**config.mk**
```make
export PLATFORM = sky130hd
export DESIGN_NAME = decode_stage
export DESIGN_NICKNAME = d
export VERILOG_FILES = /design/src/rtl/decode_stage.sv
export SDC_FILE = /design/constraint.sdc
export NUM_CORES = 1
export LEC_CHECK = 0
export CAP_MARGIN = 20
export CORE_MARGIN = 2
export CORE_UTILIZATION = 36
export CTS_CLUSTER_DIAMETER = 150
export CTS_CLUSTER_SIZE = 20
export DETAILED_ROUTE_END_ITERATION = 8
export PLACE_DENSITY = 0.78
export SLEW_MARGIN = 20
export SYNTH_ARGS = -nofsm -noshare
export SYNTH_HDL_FRONTEND = slang
export SYNTH_SLANG_ARGS = --single-unit
```
**constraint.sdc**
```tcl
create_clock -name clk -period 5.1 [get_ports clk]
set_clock_uncertainty 0.15 [all_clocks]
set_input_delay 1.02 -clock clk [delete_from_list [all_inputs] [get_ports clk]]
set_output_delay 1.02 -clock clk [all_outputs]
set_load 0.03 [all_outputs]
```
**src/rtl/decode_stage.sv**
```systemverilog
// rtl/decode_stage.sv - RV32I instruction decode with WB bypass, load-use stall and ID/EX register
module decode_stage (
  input  logic        clk,
  input  logic        rst,
  input  logic [31:0] instr_d,
  input  logic [31:0] pc_d,
  input  logic        valid_d,
  input  logic        flush_e,
  output logic [4:0]  a1_d,
  output logic [4:0]  a2_d,
  input  logic [31:0] rd1_d,
  input  logic [31:0] rd2_d,
  input  logic        we_w,
  input  logic [4:0]  rd_w,
  input  logic [31:0] result_w,
  output logic        stall_d,
  output logic        valid_e,
  output logic [31:0] pc_e,
  output logic [31:0] rs1_data_e,
  output logic [31:0] rs2_data_e,
  output logic [31:0] imm_e,
  output logic [4:0]  rs1_e,
  output logic [4:0]  rs2_e,
  output logic [4:0]  rd_e,
  output logic        regwrite_e,
  output logic        memwrite_e,
  output logic        alusrc_e,
  output logic        branch_e,
  output logic        jump_e,
  output logic [1:0]  resultsrc_e,
  output logic [2:0]  alucontrol_e
);

  localparam logic [31:0] NOP_INSTR = 32'h00000013;
  localparam logic [6:0]  OP_R    = 7'b0110011;
  localparam logic [6:0]  OP_I    = 7'b0010011;
  localparam logic [6:0]  OP_LW   = 7'b0000011;
  localparam logic [6:0]  OP_SW   = 7'b0100011;
  localparam logic [6:0]  OP_BEQ  = 7'b1100011;
  localparam logic [6:0]  OP_JAL  = 7'b1101111;

  // funct3 to ALU operation; sub only selectable on R-type
  function automatic logic [2:0] alu_op(input logic [2:0] f3, input logic sub);
    case (f3)
      3'b000:  alu_op = sub ? 3'b001 : 3'b000;
      3'b010:  alu_op = 3'b101;
      3'b110:  alu_op = 3'b011;
      3'b111:  alu_op = 3'b010;
      default: alu_op = 3'b000;
    endcase
  endfunction

  logic        dec_valid, dec_regwrite, dec_memwrite, dec_alusrc, dec_branch, dec_jump;
  logic [1:0]  dec_resultsrc;
  logic [2:0]  dec_alucontrol;
  logic [31:0] dec_imm;
  logic        rs1_used, rs2_used, hazard;
  logic [31:0] imm_i, imm_s, imm_b, imm_j;
  logic [31:0] rs1_val, rs2_val;

  logic        valid_e_d, valid_e_q;
  logic [31:0] pc_e_d, pc_e_q, rs1_data_e_d, rs1_data_e_q, rs2_data_e_d, rs2_data_e_q;
  logic [31:0] imm_e_d, imm_e_q;
  logic [4:0]  rs1_e_d, rs1_e_q, rs2_e_d, rs2_e_q, rd_e_d, rd_e_q;
  logic        regwrite_e_d, regwrite_e_q, memwrite_e_d, memwrite_e_q;
  logic        alusrc_e_d, alusrc_e_q, branch_e_d, branch_e_q, jump_e_d, jump_e_q;
  logic [1:0]  resultsrc_e_d, resultsrc_e_q;
  logic [2:0]  alucontrol_e_d, alucontrol_e_q;

  assign a1_d  = instr_d[19:15];
  assign a2_d  = instr_d[24:20];

  assign imm_i = {{20{instr_d[31]}}, instr_d[31:20]};
  assign imm_s = {{20{instr_d[31]}}, instr_d[31:25], instr_d[11:7]};
  assign imm_b = {{20{instr_d[31]}}, instr_d[7], instr_d[30:25], instr_d[11:8], 1'b0};
  assign imm_j = {{12{instr_d[31]}}, instr_d[19:12], instr_d[20], instr_d[30:21], 1'b0};

  // x0 always reads zero; a same-cycle writeback overrides the stale register-file read
  assign rs1_val = (a1_d == 5'd0) ? 32'd0 : ((we_w && rd_w == a1_d) ? result_w : rd1_d);
  assign rs2_val = (a2_d == 5'd0) ? 32'd0 : ((we_w && rd_w == a2_d) ? result_w : rd2_d);

  // Opcode decode into controls, immediate and source-use flags; anything else is a bubble
  always_comb begin
    dec_valid      = 1'b0;
    dec_regwrite   = 1'b0;
    dec_memwrite   = 1'b0;
    dec_alusrc     = 1'b0;
    dec_branch     = 1'b0;
    dec_jump       = 1'b0;
    dec_resultsrc  = 2'b00;
    dec_alucontrol = 3'b000;
    dec_imm        = 32'd0;
    rs1_used       = 1'b0;
    rs2_used       = 1'b0;
    if (valid_d && instr_d != NOP_INSTR) begin
      case (instr_d[6:0])
        OP_R: begin
          dec_valid = 1'b1; dec_regwrite = 1'b1; rs1_used = 1'b1; rs2_used = 1'b1;
          dec_alucontrol = alu_op(instr_d[14:12], instr_d[30]);
        end
        OP_I: begin
          dec_valid = 1'b1; dec_regwrite = 1'b1; dec_alusrc = 1'b1; rs1_used = 1'b1;
          dec_alucontrol = alu_op(instr_d[14:12], 1'b0);
          dec_imm = imm_i;
        end
        OP_LW: begin
          dec_valid = 1'b1; dec_regwrite = 1'b1; dec_alusrc = 1'b1; rs1_used = 1'b1;
          dec_resultsrc = 2'b01;
          dec_imm = imm_i;
        end
        OP_SW: begin
          dec_valid = 1'b1; dec_memwrite = 1'b1; dec_alusrc = 1'b1;
          rs1_used = 1'b1; rs2_used = 1'b1;
          dec_imm = imm_s;
        end
        OP_BEQ: begin
          dec_valid = 1'b1; dec_branch = 1'b1; dec_alucontrol = 3'b001;
          rs1_used = 1'b1; rs2_used = 1'b1;
          dec_imm = imm_b;
        end
        OP_JAL: begin
          dec_valid = 1'b1; dec_regwrite = 1'b1; dec_jump = 1'b1; dec_resultsrc = 2'b10;
          dec_imm = imm_j;
        end
        default: dec_valid = 1'b0;
      endcase
    end
  end

  assign hazard  = valid_e_q && (resultsrc_e_q == 2'b01) && (rd_e_q != 5'd0) &&
                   ((rs1_used && rd_e_q == a1_d) || (rs2_used && rd_e_q == a2_d));
  assign stall_d = hazard && !flush_e;

  // ID/EX next state: bubble on flush, hazard or undecodable input, else the decoded bundle
  always_comb begin
    valid_e_d      = 1'b0;
    pc_e_d         = 32'd0;
    rs1_data_e_d   = 32'd0;
    rs2_data_e_d   = 32'd0;
    imm_e_d        = 32'd0;
    rs1_e_d        = 5'd0;
    rs2_e_d        = 5'd0;
    rd_e_d         = 5'd0;
    regwrite_e_d   = 1'b0;
    memwrite_e_d   = 1'b0;
    alusrc_e_d     = 1'b0;
    branch_e_d     = 1'b0;
    jump_e_d       = 1'b0;
    resultsrc_e_d  = 2'b00;
    alucontrol_e_d = 3'b000;
    if (dec_valid && !flush_e && !hazard) begin
      valid_e_d      = 1'b1;
      pc_e_d         = pc_d;
      rs1_data_e_d   = rs1_val;
      rs2_data_e_d   = rs2_val;
      imm_e_d        = dec_imm;
      rs1_e_d        = a1_d;
      rs2_e_d        = a2_d;
      rd_e_d         = instr_d[11:7];
      regwrite_e_d   = dec_regwrite;
      memwrite_e_d   = dec_memwrite;
      alusrc_e_d     = dec_alusrc;
      branch_e_d     = dec_branch;
      jump_e_d       = dec_jump;
      resultsrc_e_d  = dec_resultsrc;
      alucontrol_e_d = dec_alucontrol;
    end
  end

  // ID/EX pipeline register with asynchronous clear
  always_ff @(posedge clk or posedge rst) begin
    if (rst) begin
      valid_e_q      <= 1'b0;
      pc_e_q         <= 32'd0;
      rs1_data_e_q   <= 32'd0;
      rs2_data_e_q   <= 32'd0;
      imm_e_q        <= 32'd0;
      rs1_e_q        <= 5'd0;
      rs2_e_q        <= 5'd0;
      rd_e_q         <= 5'd0;
      regwrite_e_q   <= 1'b0;
      memwrite_e_q   <= 1'b0;
      alusrc_e_q     <= 1'b0;
      branch_e_q     <= 1'b0;
      jump_e_q       <= 1'b0;
      resultsrc_e_q  <= 2'b00;
      alucontrol_e_q <= 3'b000;
    end else begin
      valid_e_q      <= valid_e_d;
      pc_e_q         <= pc_e_d;
      rs1_data_e_q   <= rs1_data_e_d;
      rs2_data_e_q   <= rs2_data_e_d;
      imm_e_q        <= imm_e_d;
      rs1_e_q        <= rs1_e_d;
      rs2_e_q        <= rs2_e_d;
      rd_e_q         <= rd_e_d;
      regwrite_e_q   <= regwrite_e_d;
      memwrite_e_q   <= memwrite_e_d;
      alusrc_e_q     <= alusrc_e_d;
      branch_e_q     <= branch_e_d;
      jump_e_q       <= jump_e_d;
      resultsrc_e_q  <= resultsrc_e_d;
      alucontrol_e_q <= alucontrol_e_d;
    end
  end

  assign valid_e      = valid_e_q;
  assign pc_e         = pc_e_q;
  assign rs1_data_e   = rs1_data_e_q;
  assign rs2_data_e   = rs2_data_e_q;
  assign imm_e        = imm_e_q;
  assign rs1_e        = rs1_e_q;
  assign rs2_e        = rs2_e_q;
  assign rd_e         = rd_e_q;
  assign regwrite_e   = regwrite_e_q;
  assign memwrite_e   = memwrite_e_q;
  assign alusrc_e     = alusrc_e_q;
  assign branch_e     = branch_e_q;
  assign jump_e       = jump_e_q;
  assign resultsrc_e  = resultsrc_e_q;
  assign alucontrol_e = alucontrol_e_q;

endmodule
```
After elaboration in Yosys (flattened, before gate mapping)
Cells that the tools add are included.
{"block": "op_classes", "add_sub_neg": 0, "n_mul": 0, "n_div": 0, "magnitude_cmp": 0, "n_eq_ne": 15, "n_shift": 0, "n_mux": 44, "bitwise_logic": 0, "reduce_logical": 24}
{"op": "$mux W32", "n": 9}
{"op": "$pmux W32 S4", "n": 1}
{"op": "$ne A32 B5 Y1 const B", "n": 1}
{"op": "$mux W1", "n": 23}
{"op": "$eq A5 B5 Y1", "n": 4}
{"op": "$pmux W3 S3", "n": 2}
{"op": "$mux W5", "n": 3}
{"op": "$eq A7 B6 Y1 const B", "n": 2}
{"op": "$eq A7 B7 Y1 const B", "n": 2}
{"op": "$pmux W3 S4", "n": 1}
{"op": "$logic_and A1 B1 Y1", "n": 11}
{"op": "$logic_not A5 Y1", "n": 2}
{"op": "$eq A7 B2 Y1 const B", "n": 1}
{"op": "$eq A7 B5 Y1 const B", "n": 1}
{"op": "$eq A3 B3 Y1 const B", "n": 2}
{"op": "$mux W3", "n": 2}
{"op": "$reduce_or A3 Y1", "n": 2}
{"op": "$reduce_or A6 Y1", "n": 1}
{"op": "$reduce_bool A5 Y1", "n": 1}
{"op": "$reduce_or A5 Y1", "n": 1}
{"op": "$mux W2", "n": 2}
{"op": "$pmux W2 S2", "n": 1}
{"op": "$reduce_or A4 Y1", "n": 1}
{"op": "$eq A3 B2 Y1 const B", "n": 1}
{"op": "other kinds (5)", "n": 6}
{"block": "word_totals", "reg_bits": 154, "latch_bits": 0, "ram_bits": 0, "romBits": 0, "inputBits": 170, "out_inout_bits": 165, "wordCells": 98, "mem_count": 0}

Logic depth before layout (Yosys ltp)
Gate-level depths: netlist (run 1).
{"block": "depth", "depth_word": 10, "depth_mapped": 8}

Worst setup path after synthesis (run 1)
OpenSTA, ideal clock, no wires.
{"block": "synth_timing", "path_type": "input to output", "start": "in instr_d[15]", "end": "out stall_d", "arrival_time_ps": 2765, "t_required_ps": 3930, "slack_ps": 1165, "stages": 5, "path_buffers": 1, "cell_sequence": "clkbuf_2 -> xor2_1 -> nor4_1 -> a2bb2oi_1 -> nor4b_1"}
{"block": "synth_via", "elab_chain_len": 7, "elab_cells_between_ends": 10, "cone_classes": "eq/ne (2); mux (2); reduce/logical (6)"}
{"item": "start: declaration", "line": "5", "rtl": "input logic [31:0] instr_d,"}
{"item": "$ne A32 B5 Y1", "line": "95", "rtl": "if (valid_d && instr_d != NOP_INSTR) begin"}
{"item": "$logic_and A1 B1 Y1", "line": "95"}
{"item": "$mux W1", "line": "95"}
{"item": "$logic_and A1 B1 Y1", "line": "131", "rtl": "((rs1_used && rd_e_q == a1_d) || (rs2_used && rd_e_q == a2_d));"}
{"item": "$logic_or A1 B1 Y1 (*)", "line": "131"}
{"item": "$logic_and A1 B1 Y1 (*)", "line": "130", "rtl": "assign hazard = valid_e_q && (resultsrc_e_q == 2'b01) && (rd_e_q != 5'd0) &&"}
{"item": "$logic_and A1 B1 Y1 (*)", "line": "132", "rtl": "assign stall_d = hazard && !flush_e;"}
{"item": "end: declaration", "line": "16", "rtl": "output logic stall_d,"}
Every way passes the cells marked *; elsewhere a longest branch is shown, timed or not.

Worst setup path after layout (run 1)
Same ends and word-level chain as after synthesis.

==> metrics, run 1 <==
Max IR drop VDD=216 µV; Final Hold Slack=888 ps; Synth Net Count=725; largest area contributor in the netlist=dfrtp_1; final core occ=0.598; max frequency=0.220 GHz; # rows=48; post-synthesis compound-gate area fraction=0.0267; core area=0.0172 mm²; Synthesis Warnings=0; Initial Utilization=0.365; mux cell area share after synthesis=0.102; Post-CTS Setup Inserts=0; critical setup path kind=primary input to primary output; largest net degree at the start of global routing=115; CP Data Arrival Time=3380 ps; Max-Cap Viols=0; Via Count=5,246; H-tree levels=4; gr usage total=0.214; DR vias/cell=4.77; # IOs=335; critical path launch point type=primary input; worst-path maximum fanout=6; Syn Inst Count=555; first-pass GRT wire length=29,900 µm; Final Cycle Share=0.893; total power=0.00275 W; Cell Pwr Density=267 mW/mm²; Slew @ Worst Pin=804 ps; nets=1,033; IO Port Bufs=334; DR top layer=met4; CP Data Required Time=3930 ps; Simple-Gate Fraction of Synth Area=0.201; antenna fix cells=0; static leakage=4.32 nW; crit end category=primary output; Met1 Wirelength=7430 µm; largest family of logic cells by synthesized area=simple AND/OR/NAND/NOR gates; vias in the first global route=5,353; area growth from synthesis to layout=63.9%; initial antenna violation count=0; post-layout min period=4550 ps; clock buffer count from CTS=17; Slew HR=0.464; share of layout cells above drive strength 1=0.117; clock insertion delay at the later pin of the skew report=410 ps; #FFs+latches synth=142; Synth area leaders=dfrtp_1, mux2i_1, nor3_2; Die Y=136 µm; xor and xnor area share after synthesis=0.0279; Final Max Slew Viols=0; drt drc=0; CTS Root Cell=clkbuf_16; met3 wire len=1750 µm; clock slew at reported path FFs=60 ps; RD Place Congestion=0.850; DR WL/cell=18.0 µm; post-DP HPWL=14,500 µm; run status=finished clean; CTS tree=built; Netlist Area Pre-Place=0.00627 mm²; Filler cells=1,460; post-synth cell types=40; Finish-stage setup viols=0; Die ar.=0.0185 mm²; clock sinks=142; DIE WIDTH=136 µm; CTS Hold Buffers Added=0; top cell type's share of synthesized area=0.567; Sum Neg Setup Slack=0 ps; initial drt markers=274; Adder-Cell Fraction of Synth Area=0; total gr overflow=0; Mapped Avg Cell Area=11.3 µm²; RSZ-0062 raised after global routing=false; sequential area share after synthesis=0.567; post-route ant nets=0; Max Root-Sink Buffers=2; routed wire length=19,800 µm; Hold Fails Final Rpt=0; First-pass DRT Iterations=4; cts repair resizes=0; metal2 WL=10,200 µm; Hold Crit Class=flop to flop
-- Yosys cell counts --
cell and n:
o21ai_2 1, a21o_1 1, inv_1 24, nor3_2 46, o21ai_1 2, buf_2 24
clkbuf_2 1, o21bai_1 1, nand4bb_1 1, nand4_2 1, xnor2_1 7, clkbuf_1 3
o21ai_0 2, nor4_2 1, buf_6 4, a31oi_1 1, and3_1 3, dfrtp_1 142
nor4_1 8, nor3_1 21, nand3_1 2, nand4_1 1, or2_2 2, a2bb2oi_1 2
a22oi_1 4, nand2_1 47, nand4b_1 1, mux2i_1 64, and4_1 2, a21oi_1 14
nor2_1 68, nand2b_1 2, nor3b_2 1, nor2_2 2, buf_4 27, nor4b_1 1
nor2b_1 3, or3_1 1, xor2_1 13, or4_1 4
-- metrics by stage --
stage	cells	area, µm²	worst slack (ps)
floorplan	555	6270	120
global placement	1069	9640	582
detailed placement	1069	9640	552
CTS	1100	10300	540
global route	1100	10300	429
finish	1100	10300	546
-- report_power, final --
group,switching [W],leakage [nW],total [W],internal [W]
Combinational,0.000129,2.03,0.000293,0.000163
Sequential,0.00000165,1.98,0.00113,0.00113
Clock,0.000466,0.309,0.00132,0.000855
-- state kept, by name, indices dropped and copies added, names as in the netlist, 3 cells and up --
register / count
pc_e: 32
rs1_data_e: 32
rs2_data_e: 32
imm_e: 21
rd_e: 5
rs1_e: 5
rs2_e: 5
alucontrol_e: 3
-- cell type report --
| cell class | count | area (µm²) | area share |
|---|---|---|---|
| sequential | 142 | 3550 | 0.346 |
| timing repair buffer | 348 | 3450 | 0.336 |
| inverter | 24 | 97.6 | 0.00950 |
| tap | 225 | 282 | 0.0274 |
| clock inverter | 10 | 160 | 0.0156 |
| multi-input combinational | 330 | 2270 | 0.220 |
| clock buffer | 21 | 470 | 0.0458 |
-- cells in the final DEF, fill, tap and decap left out, types with 2 or more instances in the layout --
master,count
buf_4,14
nand2_1,47
a22oi_1,4
bufinv_16,4
nor2_4,2
nor3_1,21
or4_1,4
nor3_2,46
and3_2,2
o21ai_1,3
nand3_1,2
mux2i_1,64
and4_1,2
clkdlybuf4s50_1,334
nor2_1,68
clkbuf_8,3
xnor2_1,7
nand2b_1,2
nor2b_1,3
clkinv_2,3
or2_2,2
a2bb2oi_1,2
a21oi_1,14
nor4_1,8
dfrtp_1,142
xor2_1,13
inv_1,23
clkbuf_16,17
-- kinds of logic after synthesis --
| group | after synthesis |
|---|---|
| compound gates | 28 |
| xor+xnor | 20 |
| buf+inv | 83 |
| flops | 142 |
| mux | 64 |
| simple gates | 218 |
-- worst paths after layout --
kind                                   start                        to  slack, ps  depth (start not counted)
max                              instr_d[15]                   stall_d        550                          6
min                        valid_e$_DFF_PP0_        imm_e[5]$_DFF_PP0_        890                          6
max reg2reg                rd_e[0]$_DFF_PP0_  rs2_data_e[15]$_DFF_PP0_       2690                          6
min reg2reg                valid_e$_DFF_PP0_        imm_e[5]$_DFF_PP0_        890                          6
max in group asynchronous                rst        pc_e[18]$_DFF_PP0_       2990                          3
min in group asynchronous                rst  rs2_data_e[23]$_DFF_PP0_       1000                          2
-- layer usage --
metal | global-route usage | vias up
met3 | 0.0682 | 27
met1 | 0.246 | 2539
met4 | 0.0851 | 0
met5 | 0 | -
met2 | 0.371 | 241
li1 | - | 2439
-- worst max-delay path: stages --
cell             delay [ps]
clkdlybuf4s50_1         580
xor2_1                  240
nor4_1                  300
a2bb2oi_1               200
nor4b_1                 310
clkdlybuf4s50_1         730
(Power assumes the default switching activity.)
==> run 2: changes to the inputs <==
- ABC_AREA: default -> 1
- CELL_PAD_IN_SITES_DETAIL_PLACEMENT: default -> 0
- CELL_PAD_IN_SITES_GLOBAL_PLACEMENT: default -> 1
- CORE_UTILIZATION: 36 -> 25
- PLACE_DENSITY: 0.78 -> default
- PLACE_DENSITY_LB_ADDON: default -> 0.1
==> run 2 against run 1 <==
Sequential power about the same. Global-route usage decreased by 4.8 points. Fmax increased by 4.7%. Critical path depth increased by 5. Hold slack improved by 30 ps.
==> metrics, run 2 <==
run status=finished clean; top cell type's share of synthesized area=0.561; reg-to-reg endpoint=pc_e[0]$_DFF_PP0_; clock slew at reported path FFs=60 ps; drt drc=0; CP Data Required Time=3930 ps; core area=0.0250 mm²; Initial Utilization=0.253; most frequent cells in the layout=clkdlybuf4s50_1, nor2_1, dfrtp_1; pre-CTS setup slack=747 ps; gr usage total=0.166; Final Hold Slack=918 ps; Final Cycle Share=0.852; max frequency=0.230 GHz; Final Max Slew Viols=0; CTS Hold Buffers Added=0; post-layout min period=4350 ps; async set or reset register ratio after synthesis=1.00; list of most frequent post-synthesis cells=nor2_1, dfrtp_1, nand2_1, inv_1, o21ai_0; vias in the first global route=5,676; clock insertion delay at the later pin of the skew report=420 ps; Post-CTS Setup Inserts=0; Hold Fails Final Rpt=0; PnR worst setup slack=752 ps; area growth from synthesis to layout=65.1%; cts repair resizes=0; post-DP HPWL=16,600 µm; top-count cell post-synth=nor2_1; post-synth cell types=26; # rows=58; Max-Cap Viols=0; Die Y=163 µm; Synth Flop Type=dfrtp_1; Synth area leaders=dfrtp_1, nor2_1, nand2_1; largest area contributor in the netlist=dfrtp_1; RD Place Congestion=0.830; Mapped Avg Cell Area=8.43 µm²; worst-path maximum fanout=5; initial antenna violation count=0; H-tree levels=4; Syn Inst Count=752; total gr overflow=0; Max Root-Sink Buffers=2; antenna fix cells=0; clock sinks=142; flop2flop setup slack=2600 ps; sequential area share after synthesis=0.561; critical path launch point type=primary input; worst r2r src=rd_e[3]$_DFF_PP0_; Slew HR=0.386; CTS Root Cell=clkbuf_16; Hold Crit Class=primary input to asynchronous set/reset pin; post-route ant nets=0; commonest non-fill, non-tap cell in the layout=clkdlybuf4s50_1; static leakage=5.15 nW; CTS tree=built; total power=0.00275 W; share of layout cells above drive strength 1=0.0670; Synth Net Count=922; R2R cell count=10; RSZ-0062 raised after global routing=false; First-pass DRT Iterations=4; Via Count=5,680; Synthesis Warnings=0; # IOs=335; Finish-stage setup viols=0; nets=1,233; DIE WIDTH=163 µm; Max IR drop VDD=150 µV; Sum Neg Setup Slack=0 ps; critical setup path kind=primary input to primary output; #FFs+latches synth=142; first-pass GRT wire length=33,200 µm; Cell Pwr Density=263 mW/mm²; Slew @ Worst Pin=919 ps; DR WL/cell=15.8 µm; crit end category=primary output; routed wire length=22,200 µm; DR vias/cell=4.04; initial drt markers=251; clock buffer count from CTS=17; Die ar.=0.0266 mm²; CP Data Arrival Time=3180 ps; IO Port Bufs=334; Netlist Area Pre-Place=0.00634 mm²; number of flops mapped to enable cells by yosys=0; largest net degree at the start of global routing=75
-- run 2: metal layers --
| layer | vias to the layer above | wire, µm | track usage |
|---|---|---|---|
| met2 | 214 | 10700 | 0.273 |
| met1 | 2606 | 9260 | 0.205 |
| met3 | 22 | 1920 | 0.0569 |
| met4 | 0 | 365 | 0.0539 |
| li1 | 2838 | - | - |
| met5 | - | 0 | 0 |
-- run 2: area by class of cell --
class	count	area (µm²)
clock buffers	20	457
multi-input cells	423	1960
fillers	2605	14600
clock inverters	11	156
flip-flops and latches	142	3550
well taps	330	413
repair buffers	340	3400
inverters	139	527
-- run 2: how the worst max path moves through the flow --
stage / start / endpoint / cells after the start
floorplan: rst / alucontrol_e[0]$_DFF_PP0_ / 1
global placement: instr_d[0] / stall_d / 10
detailed placement: instr_d[4] / stall_d / 11
CTS: instr_d[1] / stall_d / 10
global route: instr_d[3] / stall_d / 9
finish: instr_d[4] / stall_d / 11
-- run 2: through the flow --
stage,cell area (µm²),util,std cells
after floorplan,6340,-,752
after CTS,10500,0.418,1405
after detailed placement,9850,0.393,1374
after global routing,10500,0.418,1405
final,10500,0.418,1405
after global placement,9850,0.393,1374
-- run 2: cell families (layout without fill, tap and decap cells) --
family | after synthesis | in the layout | share of synthesized area
AOI/OAI and AO/OA | 94 | 94 | 0.0780
xor gates and xnor gates | 3 | 3 | 0.00415
buffers and inverters | 187 | 510 | 0.133
DFF | 142 | 142 | 0.561
and+or+nand+nor | 326 | 326 | 0.224
-- run 2: worst max-delay path, stage by stage --
cell and delay [ps]:
clkdlybuf4s50_1 470, inv_2 100, nand2_1 90, nor2_2 130, nand2_1 100, nand2_1 120
nand4_1 80, nand2_1 80, nand2_2 110, nor3_1 150, clkdlybuf4s50_1 720
-- run 2: power breakdown --
| group | switching [W] | internal (W) | leakage [nW] | total [W] |
|---|---|---|---|---|
| Sequential | 0.00000155 | 0.00113 | 1.98 | 0.00113 |
| Clock | 0.000515 | 0.000801 | 0.290 | 0.00132 |
| Combinational | 0.000140 | 0.000161 | 2.88 | 0.000301 |
| Total | 0.000656 | 0.00209 | 5.15 | 0.00275 |
